$ cat config.mk
export PLATFORM = sky130hd
export DESIGN_NAME = ddr_wr_arb
export DESIGN_NICKNAME = d
export VERILOG_FILES = /design/src/rtl/ddr_wr_arb.sv
export SDC_FILE = /design/constraint.sdc
export NUM_CORES = 1
export LEC_CHECK = 0
export CORE_ASPECT_RATIO = 0.8
export CORE_UTILIZATION = 35
export DETAILED_ROUTE_END_ITERATION = 8
export PLACE_DENSITY_LB_ADDON = 0.08
export SLEW_MARGIN = 20
export SYNTH_ARGS = -nofsm -noshare
export SYNTH_HDL_FRONTEND = slang
export SYNTH_SLANG_ARGS = --single-unit
$ cat constraint.sdc
create_clock -name clk -period 2.8 [get_ports clk]
set_input_delay 0.56 -clock clk [delete_from_list [all_inputs] [get_ports clk]]
set_output_delay 0.56 -clock clk [all_outputs]
set_load 0.05 [all_outputs]
$ cat src/rtl/ddr_wr_arb.sv
// Round-robin arbiter sharing one DDR write FIFO among NREQ burst writers.
// Grants a whole packet at a time and forwards the granted word stream unstalled.
module ddr_wr_arb #(
   parameter int NREQ   = 4,
   parameter int MAXLEN = 18,
   parameter int FW     = 10
) (
   input  logic              clk,
   input  logic              rst_n,
   input  logic              enb,
   input  logic [NREQ-1:0]   dwr_req,
   output logic [NREQ-1:0]   dwr_ack,
   input  logic [NREQ-1:0]   dwr_vout,
   input  logic [32*NREQ-1:0] dwr_dout,
   input  logic [4*NREQ-1:0] dwr_strb,
   input  logic [FW-1:0]     m_free,
   output logic              m_vout,
   output logic [31:0]       m_dout,
   output logic [3:0]        m_strb,
   output logic              m_sop,
   output logic              m_eop,
   output logic [2:0]        gnt_id,
   output logic              busy,
   output logic              err_len
);

   typedef enum logic [1:0] {
      S_IDLE,
      S_GRANT,
      S_XFER,
      S_DONE
   } state_t;

   state_t          r_state;
   state_t          w_state_nx;
   logic [NREQ-1:0] r_ack;
   logic [NREQ-1:0] w_ack_nx;
   logic [2:0]      r_gnt;
   logic [2:0]      w_gnt_nx;
   logic [2:0]      r_rr;
   logic [2:0]      w_rr_nx;
   logic [4:0]      r_exp;
   logic [4:0]      w_exp_nx;
   logic [4:0]      r_wcnt;
   logic [4:0]      w_wcnt_nx;
   logic            r_err;
   logic            w_err_nx;

   logic            w_req_g;
   logic            w_vout_g;
   logic            w_ack_g;
   logic [31:0]     w_dout_g;
   logic [3:0]      w_strb_g;
   logic            w_fwd;
   logic            w_last;
   logic            w_pick_ok;
   logic [2:0]      w_pick;
   logic [2:0]      w_rr_wrap;
   int              w_j;

   always_comb begin
      w_req_g  = 1'b0;
      w_vout_g = 1'b0;
      w_ack_g  = 1'b0;
      w_dout_g = '0;
      w_strb_g = '0;
      for (int i = 0; i < NREQ; i++) begin
         if (r_gnt == 3'(i)) begin
            w_req_g  = dwr_req[i];
            w_vout_g = dwr_vout[i];
            w_ack_g  = r_ack[i];
            w_dout_g = dwr_dout[32*i +: 32];
            w_strb_g = dwr_strb[4*i +: 4];
         end
      end
   end

   // first set request at or after the round-robin pointer, wrapping at NREQ
   always_comb begin
      w_pick_ok = 1'b0;
      w_pick    = '0;
      w_j       = 0;
      for (int k = 0; k < NREQ; k++) begin
         w_j = int'(r_rr) + k;
         if (w_j >= NREQ) w_j = w_j - NREQ;
         for (int i = 0; i < NREQ; i++) begin
            if (!w_pick_ok && w_j == i && dwr_req[i]) begin
               w_pick_ok = 1'b1;
               w_pick    = 3'(i);
            end
         end
      end
   end

   assign w_fwd = enb & w_vout_g & w_ack_g &
                  (r_state == S_GRANT || r_state == S_XFER);
   assign w_last = (r_wcnt + 5'd1) == r_exp;
   assign w_rr_wrap = (r_gnt == 3'(NREQ-1)) ? 3'd0 : r_gnt + 3'd1;

   always_comb begin
      w_state_nx = r_state;
      w_ack_nx   = r_ack;
      w_gnt_nx   = r_gnt;
      w_rr_nx    = r_rr;
      w_exp_nx   = r_exp;
      w_wcnt_nx  = r_wcnt;
      w_err_nx   = r_err;
      if (!enb) begin
         w_state_nx = S_IDLE;
         w_ack_nx   = '0;
         w_gnt_nx   = '0;
         w_rr_nx    = '0;
         w_exp_nx   = '0;
         w_wcnt_nx  = '0;
         w_err_nx   = 1'b0;
      end else begin
         unique case (r_state)
            S_IDLE: begin
               if (w_pick_ok && m_free >= FW'(MAXLEN)) begin
                  w_gnt_nx   = w_pick;
                  w_ack_nx   = NREQ'(1) << w_pick;
                  w_state_nx = S_GRANT;
               end
            end
            S_GRANT: begin
               if (w_fwd) begin
                  w_exp_nx   = {1'b0, w_dout_g[3:0]} + 5'd3;
                  w_wcnt_nx  = 5'd1;
                  w_state_nx = S_XFER;
               end else if (!w_req_g) begin
                  w_err_nx   = 1'b1;
                  w_ack_nx   = '0;
                  w_state_nx = S_DONE;
               end
            end
            S_XFER: begin
               if (w_fwd) begin
                  w_wcnt_nx = r_wcnt + 5'd1;
                  if (w_last) begin
                     w_ack_nx   = '0;
                     w_state_nx = S_DONE;
                  end
               end else if (!w_req_g) begin
                  w_err_nx   = 1'b1;
                  w_ack_nx   = '0;
                  w_state_nx = S_DONE;
               end
            end
            S_DONE: begin
               // a word offered after the count is done is dropped
               if (w_vout_g) w_err_nx = 1'b1;
               if (!w_req_g) begin
                  w_rr_nx    = w_rr_wrap;
                  w_state_nx = S_IDLE;
               end
            end
            default: w_state_nx = S_IDLE;
         endcase
      end
   end

   always_ff @(posedge clk or negedge rst_n) begin
      if (!rst_n) begin
         r_state <= S_IDLE;
         r_ack   <= '0;
         r_gnt   <= '0;
         r_rr    <= '0;
         r_exp   <= '0;
         r_wcnt  <= '0;
         r_err   <= 1'b0;
      end else begin
         r_state <= w_state_nx;
         r_ack   <= w_ack_nx;
         r_gnt   <= w_gnt_nx;
         r_rr    <= w_rr_nx;
         r_exp   <= w_exp_nx;
         r_wcnt  <= w_wcnt_nx;
         r_err   <= w_err_nx;
      end
   end

   assign dwr_ack = r_ack;
   assign m_vout  = w_fwd;
   assign m_dout  = w_fwd ? w_dout_g : '0;
   assign m_strb  = w_fwd ? w_strb_g : '0;
   assign m_sop   = w_fwd & (r_state == S_GRANT);
   assign m_eop   = w_fwd & (r_state == S_XFER) & w_last;
   assign gnt_id  = r_gnt;
   assign busy    = (r_state != S_IDLE);
   assign err_len = r_err;

endmodule

# ---- After elaboration in Yosys (flattened, before gate mapping)
# Index checks and enable logic that the tools add are counted.
dict set report classes {
  n_mux 91
  addsub 10
  n_eq_ne 37
  bitwise_logic 6
  order_cmp 5
  n_reduce_logical 63
  shifts 1
}
# operator n
set op_table {}
lappend op_table {{2-to-1 mux 32 bit} 9}
lappend op_table {{equality test 32 x 3 -> 1 bit, second input constant} 8}
lappend op_table {{equality test 32 x 2 -> 1 bit, second input constant} 4}
lappend op_table {{zero test 32 bit} 4}
lappend op_table {{2-to-1 mux 3 bit} 21}
lappend op_table {{2-to-1 mux 4 bit} 11}
lappend op_table {{2-to-1 mux 1 bit} 33}
lappend op_table {{logical AND 1 bit} 32}
lappend op_table {{2-to-1 mux 5 bit} 6}
lappend op_table {{!= test 3 bit, second input constant} 8}
lappend op_table {{zero test 1 bit} 15}
lappend op_table {{subtractor 4 x 3 -> 5 bit, second input constant} 3}
lappend op_table {{2-to-1 mux 2 bit} 7}
lappend op_table {{greater-or-equal comparator 4 x 3 -> 1 bit, second input constant} 3}
lappend op_table {{one-hot mux 4 bit (3 select lines)} 1}
lappend op_table {{greater-or-equal comparator 10 x 5 -> 1 bit, second input constant} 1}
lappend op_table {{!= test 2 x 1 -> 1 bit, second input constant} 5}
lappend op_table {{one-hot mux 5 bit (2 select lines)} 1}
lappend op_table {{adder 3 x 2 -> 4 bit, second input constant} 2}
lappend op_table {{one-hot mux 2 bit (4 select lines)} 1}
lappend op_table {{AND reduction 4 bit} 2}
lappend op_table {{AND 1 bit} 6}
lappend op_table {{equality test 3 x 2 -> 1 bit, second input constant} 2}
lappend op_table {{AND reduction 2 bit} 3}
lappend op_table {{other kinds (23)} 25}
dict set report totals {
  out_inout_bits 48
  elab_cells 220
  input_bits 165
  ff_bits 23
}

# ---- Longest topological paths before layout
dict set report depth {
  depth_word 69
  depth_mapped 11
  mapped_depth_nobuf 9
}

# ---- Least setup slack after synthesis
# OpenSTA, ideal clock, no wires.
dict set report synth_path {
  kind {reg2out}
  start {register r_gnt[0], in the netlist gnt_id[0]}
  end {output m_dout[14]}
  stages_incl_launch_ff 12
  required_time_ps 2240
  n_path_buf 4
  t_arrival_ps 2945
  path_slack_ps -705
  path_cell_list {dfrtp_1 inv_1 ha_1 buf_2 nand2b_4 o22ai_1 nand4b_2 or2_1 buf_6 buf_6 buf_2 nor2_1}
}
dict set report synth_between {
  elab_chain_cells 9
  word_cells_on_any_way 20
  classes_between {eq/ne (3); mux (13); bitwise (3); reduce/logical (1)}
}
# item line_no
set synth_lines {}
lappend synth_lines {{start: declaration} 38} ;# logic [2:0] r_gnt;
lappend synth_lines {{start signal: assignment} 174} ;# r_gnt <= w_gnt_nx;
lappend synth_lines {{zero test 3 bit} 68} ;# if (r_gnt == 3'(i)) begin
lappend synth_lines {{2-to-1 mux 1 bit (4 in series)} 68}
lappend synth_lines {{AND 1 bit (3 in series)} 95} ;# assign w_fwd = enb & w_vout_g & w_ack_g &
lappend synth_lines {{2-to-1 mux 32 bit (*)} 184} ;# assign m_dout = w_fwd ? w_dout_g : '0;
lappend synth_lines {{end: declaration} 18} ;# output logic [31:0] m_dout,
# Mark *: on every way between the ends. The rest lies on a longest branch, timed or not.

# ---- Worst setup path in the final report
dict set report layout_path {
  start {register r_gnt[1], in the netlist gnt_id[1]}
  end {output m_dout[6]}
}
# Same word-level chain as after synthesis.

==> flow_summary.yaml <==
placement:
  numPortBuffers: 210
  hpwl_um: 10100
  pre_cts_slack_ps: -25.8
  gp_congestion: 0.940
pwr:
  p_leak_nw: 2.33
  power_w: 0.00205
  vdd_drop_max_uv: 229
  power_density_nw_per_um2: 337
floorplanning:
  rows: 29
  core-area_um2: 7910
  die_h_um: 82.8
  die-area_um2: 8540
  start_util: 0.361
  die_w_um: 103
  ioPinCount: 213
sta:
  setup-tns-final_ps: 0
  fin_crit_sh: 0.996
  finalHoldViolations: 0
  finalSetupViolations: 0
  min_period_ps: 2790
  final.setup.worst_slack_ps: 11.0
  skew_ps: 6.47
  fmax_mhz: 359
  drv_slew: 0
  rsz0062_at_grt: "yes"
  tightestPinTransition_ps: 651
  max_slew_margin: 0.565
drt:
  via_count: 4117
  via_per_inst: 5.62
  wire_per_inst_um: 18.2
  drc_errors: 0
  drt-initial-drc-count: 201
  firstDrtPassIters: 5
  drt-total-wl_um: 13300
  ant_nets: 0
layout:
  num_antenna_cells: 0
  area.growth.synth_to_final_pct: 113
  finalNetCount: 800
  fin_util: 0.770
  drive_gt1_frac: 0.247
logic_synthesis:
  ys.flop_type: "dfrtp_1"
  synth-edff-count: 0
  async_reset_ff_frac: 1.00
  synth.avg_cell_area_um2: 7.02
  syn_area_um2: 2860
  yosys-top-cells-area: "dfrtp_1, a221oi_1, a21oi_1"
  synth-seq-cells: 21
  ys.warnings.count: 0
  syn-num-nets: 582
  synth_seq_area_share: 0.184
  synth_cell_type_count: 59
  yosys.area.top_type: "dfrtp_1"
  synth_top_area_frac: 0.184
  synth_cells: 407
setup_path:
  cp_slowest_cell: "dfrtp_2"
  critical_path.cell_chain: "inv_2 > ha_4 > nand2_1 > o211ai_2 > nand4b_4 > or2_4 > clkbuf_16 > nor2_4 > buf_12"
  crit_path_max_fanout: 6
  r2r_cells: 7
  start_kind: "flip-flop"
  cp.arrival_ps: 2230
  slowest_delay_ps: 440
  crit_required_ps: 2240
  crit_type: "reg -> out"
  end_kind: "primary output"
clock_tree:
  cts_buffers: 3
  htree_levels: 1
  cts.sinks: 21
  clk_latency_ps: 270
  cts_tree: "done"
  cts_root_buf: "clkbuf_8"
  clk_path_buf_depth: 2
  clkTransAtPathRegs_ps: 80
hold_path:
  hold-path-cell-count: 2
  hold_path_class: "reg -> reg"
global_route:
  gr-usage-all-layers: 0.298
  grt_pass1_wl_um: 20200
  grt_max_degree: 73
  antenna_found_initial: 0
  overflow: 0
  first_global_vias: 4037
job:
  cap_viol_max_count: 0
outcome:
  status: "complete, no violations"
## metrics by stage
| stage | cell area, um^2 | cells | hold WS, ps |
|---|---|---|---|
| 3_3_place_gp | 5720 | 713 | 487 |
| 4_1_cts | 5870 | 722 | 515 |
| 2_1_floorplan | 3170 | 407 | 264 |
| 5_1_grt | 6090 | 732 | 559 |
| 6_report | 6090 | 732 | 506 |
| 3_5_place_dp | 5720 | 713 | 495 |
## kinds of logic after synthesis
group                    Yosys count  share of synthesized area
AO/OA/AOI/OAI                    131                      0.326
XOR/XNOR                           7                     0.0214
adder cells (fa/ha/maj)           10                     0.0438
buffers and inverters             54                     0.0814
flip-flops                        21                      0.184
multiplexers                       5                     0.0175
other                              1                    0.00131
AND/OR/NAND/NOR                  178                      0.324
## worst max-delay path: cells and delay by family (launching register included)
kind / cells / cell delay [ps]
buffers and inverters: 3 / 450
flip-flops: 1 / 440
AO/OA/AOI/OAI: 1 / 230
adder cells (fa/ha/maj): 1 / 170
AND/OR/NAND/NOR: 4 / 660
## routing by layer
layer / part of all wire / track usage / vias to the layer above / wire length [um]
met5: 0 / 0 / - / 0
met4: 0.033 / 0.0845 / 0 / 442
met3: 0.082 / 0.0631 / 36 / 1090
met2: 0.50 / 0.522 / 210 / 6650
met1: 0.39 / 0.362 / 1938 / 5120
li1: - / - / 1933 / -
## Yosys cell counts (3+ instances only)
| master | count |
|---|---|
| mux2i_1 | 5 |
| nor4_1 | 6 |
| buf_2 | 7 |
| xor2_1 | 3 |
| o211ai_1 | 7 |
| inv_1 | 19 |
| a221oi_1 | 33 |
| xnor2_1 | 4 |
| ha_1 | 10 |
| nor3_1 | 34 |
| nand3_1 | 8 |
| o21ai_0 | 16 |
| nor2b_1 | 35 |
| clkbuf_1 | 22 |
| nand2_1 | 22 |
| dfrtp_1 | 21 |
| nor2_1 | 50 |
| a21oi_1 | 46 |
| nand2b_1 | 3 |
## layout by cell type (no fill, tap or decap), drive strengths merged, types with 2 or more instances in the layout
| cell type | instances |
|---|---|
| nor2b | 35 |
| nand3b | 2 |
| and2b | 3 |
| or3 | 2 |
| buf | 72 |
| a22oi | 2 |
| a221oi | 34 |
| nor4 | 6 |
| o211ai | 9 |
| or2 | 2 |
| o221ai | 3 |
| ha | 10 |
| o21ai | 17 |
| a31o | 3 |
| nand3 | 8 |
| clkbuf | 6 |
| xor2 | 3 |
| clkdlybuf4s50 | 171 |
| nor2 | 50 |
| mux2i | 5 |
| a31oi | 2 |
| nand2 | 22 |
| a311oi | 2 |
| a211oi | 4 |
| xnor2 | 4 |
| a21oi | 46 |
| dfrtp | 21 |
| nor3b | 2 |
| and2 | 3 |
| nand2b | 5 |
| o22ai | 2 |
| nor3 | 34 |
| inv | 20 |
## state kept, by name (all words and copies together) (netlist names)
signal / cells
r_rr: 2
dwr_ack: 4
r_exp: 5
gnt_id: 2
err_len: 1
r_wcnt: 5
r_state: 2
## where the power goes
| group | total [W] | switching [W] | internal [W] |
|---|---|---|---|
| Combinational | 0.00148 | 0.000789 | 0.000696 |
| Clock | 0.000217 | 0.000117 | 0.0000997 |
| Sequential | 0.000353 | 0.0000256 | 0.000328 |
| Total | 0.00205 | 0.000931 | 0.00112 |
## worst paths after layout
| check | startpoint | to | slack [ps] |
|---|---|---|---|
| setup / recovery | gnt_id[1] | m_dout[6] | 10 |
| hold / removal | err_len | err_len | 510 |
| setup reg to reg | gnt_id[1] | dwr_ack[3] | 420 |
| hold reg to reg | err_len | err_len | 510 |
| max in group asynchronous | rst_n | r_wcnt[0] | 1520 |
| min in group asynchronous | rst_n | r_wcnt[4] | 680 |
## final cells by class
class | count | area, um^2
clock buffers | 3 | 41.3
fillers | 563 | 1820
repair buffers | 246 | 2810
inverters | 20 | 77.6
well taps | 108 | 135
flip-flops and latches | 21 | 529
clock inverters | 1 | 5.00
multi-input cells | 333 | 2500
## what timing repair did
item                       in CTS  in global routing
setup endpoints to repair      38                 38
hold buffers                    0                  0
buffers inserted                5                  6
gates resized for setup        11                 25
cloned                          0                  4
pin swaps                       4                  7
(Power assumes the default switching activity.)
